**config.mk**
```make
export PLATFORM = sky130hd
export DESIGN_NAME = btn_debounce_multi
export DESIGN_NICKNAME = d
export VERILOG_FILES = /design/src/rtl/btn_debounce_ch.sv /design/src/rtl/btn_debounce_multi.sv
export SDC_FILE = /design/constraint.sdc
export NUM_CORES = 1
export LEC_CHECK = 0
export BUFFER_PORTS_ARGS = -buffer_cell sky130_fd_sc_hd__buf_2
export CAP_MARGIN = 15
export CORE_MARGIN = 2
export CORE_UTILIZATION = 54
export CTS_CLUSTER_SIZE = 40
export DETAILED_ROUTE_END_ITERATION = 8
export PLACE_DENSITY = 0.73
export SYNTH_ARGS = -nofsm -noshare
export SYNTH_HDL_FRONTEND = slang
export SYNTH_SLANG_ARGS = --single-unit
```
**constraint.sdc**
```tcl
create_clock -name clk -period 1.5 [get_ports clk]
set_input_delay 0.225 -clock clk [delete_from_list [all_inputs] [get_ports clk]]
set_output_delay 0.225 -clock clk [all_outputs]
set_load 0.02 [all_outputs]
```
**src/rtl/btn_debounce_ch.sv**
```systemverilog
// Single pushbutton channel: 2-flop synchroniser, symmetric counter debounce,
// registered press/release pulses, toggle latch and one-shot long-press pulse.
module btn_debounce_ch #(
  parameter int unsigned DEBOUNCE_CYCLES = 10,
  parameter int unsigned LONG_CYCLES     = 1000
) (
  input  logic clk,
  input  logic rst,
  input  logic b,
  output logic level,
  output logic press_p,
  output logic release_p,
  output logic toggle,
  output logic long_p
);

  localparam int unsigned CntW  = $clog2(DEBOUNCE_CYCLES + 1);
  localparam int unsigned HoldW = $clog2(LONG_CYCLES + 1);

  localparam logic [CntW-1:0]  CntLast   = CntW'(DEBOUNCE_CYCLES - 1);
  localparam logic [HoldW-1:0] HoldMax   = HoldW'(LONG_CYCLES);
  localparam logic [HoldW-1:0] HoldFire  = HoldW'(LONG_CYCLES - 1);

  logic             s1_q, s2_q;
  logic             level_q, level_d;
  logic [CntW-1:0]  cnt_q, cnt_d;
  logic             press_q, press_d;
  logic             release_q, release_d;
  logic             toggle_q, toggle_d;
  logic [HoldW-1:0] hold_q, hold_d;
  logic             long_q, long_d;

  always_comb begin
    level_d   = level_q;
    cnt_d     = cnt_q;
    press_d   = 1'b0;
    release_d = 1'b0;
    toggle_d  = toggle_q;
    hold_d    = hold_q;
    long_d    = 1'b0;

    // Any sample agreeing with the accepted level restarts the count.
    if (s2_q == level_q) begin
      cnt_d = '0;
    end else if (cnt_q == CntLast) begin
      level_d   = s2_q;
      cnt_d     = '0;
      press_d   = s2_q;
      release_d = ~s2_q;
      if (s2_q) begin
        toggle_d = ~toggle_q;
      end
    end else begin
      cnt_d = cnt_q + 1'b1;
    end

    if (!level_q) begin
      hold_d = '0;
    end else if (hold_q != HoldMax) begin
      hold_d = hold_q + 1'b1;
      // Saturation at HoldMax guarantees a single fire per press.
      long_d = (hold_q == HoldFire);
    end
  end

  always_ff @(posedge clk) begin
    if (rst) begin
      s1_q      <= 1'b0;
      s2_q      <= 1'b0;
      level_q   <= 1'b0;
      cnt_q     <= '0;
      press_q   <= 1'b0;
      release_q <= 1'b0;
      toggle_q  <= 1'b0;
      hold_q    <= '0;
      long_q    <= 1'b0;
    end else begin
      s1_q      <= b;
      s2_q      <= s1_q;
      level_q   <= level_d;
      cnt_q     <= cnt_d;
      press_q   <= press_d;
      release_q <= release_d;
      toggle_q  <= toggle_d;
      hold_q    <= hold_d;
      long_q    <= long_d;
    end
  end

  assign level     = level_q;
  assign press_p   = press_q;
  assign release_p = release_q;
  assign toggle    = toggle_q;
  assign long_p    = long_q;

endmodule

```
**src/rtl/btn_debounce_multi.sv**
```systemverilog
// N-channel pushbutton conditioner: optional polarity inversion followed by
// one independent btn_debounce_ch per button.
module btn_debounce_multi #(
  parameter int unsigned N_CH            = 5,
  parameter int unsigned DEBOUNCE_CYCLES = 10,
  parameter int unsigned LONG_CYCLES     = 1000,
  parameter int unsigned ACTIVE_LOW      = 0
) (
  input  logic            clk,
  input  logic            rst,
  input  logic [N_CH-1:0] btn,
  output logic [N_CH-1:0] level,
  output logic [N_CH-1:0] press_p,
  output logic [N_CH-1:0] release_p,
  output logic [N_CH-1:0] toggle,
  output logic [N_CH-1:0] long_p
);

  logic [N_CH-1:0] b;

  // Normalise to active-high before the synchronisers.
  assign b = (ACTIVE_LOW != 0) ? ~btn : btn;

  for (genvar i = 0; i < N_CH; i++) begin : g_ch
    btn_debounce_ch #(
      .DEBOUNCE_CYCLES(DEBOUNCE_CYCLES),
      .LONG_CYCLES    (LONG_CYCLES)
    ) u_ch (
      .clk      (clk),
      .rst      (rst),
      .b        (b[i]),
      .level    (level[i]),
      .press_p  (press_p[i]),
      .release_p(release_p[i]),
      .toggle   (toggle[i]),
      .long_p   (long_p[i])
    );
  end

endmodule

```
==> impl_metrics.json <==
{
  "seq_area_frac_synth_pct": 46.3,
  "grt.total_usage_pct": 18.2,
  "synth.area.top_cells": "dfxtp_1 46%, ha_1 5.5%, buf_4 4.1%",
  "grt_pass1_vias": 3179,
  "start_kind": "register",
  "grt_setup_unrepaired": "false",
  "max_cap_viol_count": 0,
  "synthCells": 490,
  "cts_hold_buf": 0,
  "grt_overflow": 0,
  "crit_slowest_cell": "or4_1",
  "routed_wirelength_mm": 7.84,
  "crit_fanout": 6,
  "clk_path_buf_depth": 2,
  "relSlewSlack_pct": 69.5,
  "hold_violations": 0,
  "arrival_ns": 1.72,
  "grt_pass1_wl_mm": 13.4,
  "vdd.ir_drop.worst_mv": 0.555,
  "die_h_um": 95.7,
  "hold_path_class": "input pin to register",
  "io_buffers": 31,
  "finClkSkew_ns": 0.00746,
  "cts-root-buf": "clkbuf_8",
  "netlist.top_cell.by_area": "dfxtp_1",
  "async_flop_share_pct": 0,
  "antennaDiodeCount": 0,
  "first_pass_iters": 5,
  "drive_gt1_share_pct": 16.9,
  "area_delta_synth_final_pct": 10.8,
  "syn_nets": 517,
  "core_area_um2": 8180,
  "synth_area_um2": 4540,
  "via_per_inst": 5.39,
  "cts_tree": "done",
  "vias": 3410,
  "leakage_uw": 0.00176,
  "cts_sinks": 105,
  "synth_edf_count": 0,
  "whs_ns": 0.0707,
  "fmax_mhz": 699,
  "fin_crit_sh_pct": 95.4,
  "r2r_slack_ns": 0.07,
  "drv_slew": 0,
  "post_cts_buffers": 0,
  "gp_congestion": 0.765,
  "fin_cells": 633,
  "antenna_found_initial": 0,
  "yosysTopAreaCellShare_pct": 46.3,
  "slowest_delay_ns": 0.53,
  "status": "finished, final reports clean",
  "min_period_ns": 1.43,
  "dp.cells": 617,
  "powerDensity_nw_per_um2": 925,
  "drc": 0,
  "ant_nets": 0,
  "worst_slew_pin_slew_ns": 0.456,
  "yosys_warnings": 0,
  "nets": 550,
  "path_delay_family": "simple AND/OR/NAND/NOR gates",
  "synthDistinctLibCells": 32,
  "die_w_um": 95.7,
  "syn_area_per_cell_um2": 9.27,
  "path_cells": "ha_2, nand3_1, or4_1, a21oi_1",
  "cp-end-kind": "register",
  "h-tree-depth": 3,
  "worst-setup-path-type": "register to register",
  "cp.required_ns": 1.79,
  "setup-tns-final_ns": 0,
  "finalSetupViolations": 0,
  "fin_ws_ns": 0.0692,
  "clkTransAtPathRegs_ns": 0.10,
  "dp_hpwl_mm": 5.51,
  "grt_max_degree": 18,
  "totalPowerFinal_uw": 4650,
  "synth-seq-cells": 105,
  "wl_per_cell_um": 12.4,
  "drt-initial-drc-count": 130,
  "pre_cts_slack_ns": 0.0176,
  "num_rows": 33,
  "numCtsBuffers": 9,
  "cp_num_buf_inv": 0,
  "die_area_um2": 9160,
  "ys.flop_type": "dfxtp_1",
  "io_pins": 32,
  "clk_latency_ns": 0.35,
  "initial_utilization_pct": 55.5
}
==> cells in the final DEF, fill, tap and decap left out, types with 18 or more instances in the layout <==
cell	Yosys	layout
nor3_1	20	20
nor2_1	34	34
a21oi_1	29	29
dfxtp_1	105	97
buf_2	0	31
buf_4	25	22
inv_1	18	18
nand2_1	33	33
xor2_1	19	19
nand3_1	26	26
==> synth_stat cells (all sizes together), types with 6 or more instances <==
cell type,number
or4,11
nand4,9
nand3,28
nor2b,17
nor3,20
nor4,7
inv,19
o21ai,16
nor2,34
or3,16
mux2i,11
a21oi,29
o21a,8
nand3b,10
nand2b,15
buf,26
dfxtp,105
xor2,19
ha,20
o31ai,13
xnor2,6
nand2,33
==> state kept, by name, summed over array words and instances (netlist names) <==
name and cells:
g_ch.u_ch.press_p 5, g_ch.u_ch.s2_q 5, g_ch.u_ch.s1_q 5, g_ch.u_ch.release_p 5, g_ch.u_ch.toggle 5, g_ch.u_ch.long_p 5
g_ch.u_ch.level 5, g_ch.u_ch.cnt_q 20, g_ch.u_ch.hold_q 50
==> per-stage QoR <==
step / instance area (um^2) / util, %
after global routing: 5030 / 61.5
after detailed placement: 4780 / 58.5
final: 5030 / 61.5
after floorplan: 4540 / -
after global placement: 4780 / 58.5
after CTS: 4990 / 61.0
==> path summary, 6_finish.rpt <==
kind,startpoint,cells past startpoint,endpoint
max,g_ch[2].u_ch.hold_q[0],4,g_ch[2].u_ch.hold_q[8]
max reg2reg,g_ch[2].u_ch.hold_q[0],4,g_ch[2].u_ch.hold_q[8]
min reg2reg,g_ch[3].u_ch.s1_q,1,g_ch[3].u_ch.s2_q
min,btn[4],2,g_ch[4].u_ch.s1_q
==> what timing repair did <==
action,CTS,global route
endpoints found under the setup margin,1,11
cloned,0,0
pin swaps,0,1
resized for setup,1,15
==> logic make-up (layout without fill, tap and decap cells) <==
kind of cell | count (synthesis) | count (layout) | synth area share (%)
adders and majority gates | 20 | 20 | 5.51
and+or+nand+nor | 206 | 206 | 25.1
AOI/OAI and AO/OA | 73 | 73 | 9.62
DFF | 105 | 105 | 46.3
xor gates and xnor gates | 25 | 25 | 4.82
buffers and inverters | 50 | 88 | 6.20
muxes | 11 | 11 | 2.43
==> report_power, final <==
part	internal, uW	switching (uW)	leakage, uW	total (uW)
registers	2800	11.5	0.000852	2810
logic	23.2	34.0	0.000804	57.2
clock network	831	951	0.000100	1780
total	3650	996	0.00176	4650
==> worst register-to-register path, delay by kind of cell, from the launching register on <==
family,cells,cell delay [ns]
and+or+nand+nor,2,0.64
AOI/OAI and AO/OA,1,0.14
DFF,1,0.38
adders and majority gates,1,0.21
==> layer usage <==
layer | track usage (%) | wire length, um | vias up
met5 | 0 | 0 | -
met2 | 30.8 | 3690 | 49
met1 | 22.6 | 3810 | 1591
met4 | 6.07 | 75 | 0
li1 | - | - | 1765
met3 | 4.46 | 263 | 5
==> layout make-up <==
cell class                      count  area [um^2]
Timing Repair Buffer               53          320
Clock buffer                       11          141
Fill cell                         708         3150
Inverter                           19         71.3
Tap cell                          105          131
Clock inverter                      5         63.8
Sequential cell                   105         2110
Multi-Input combinational cell    335         2190
Note: power is estimated with default switching activity, not from simulation.
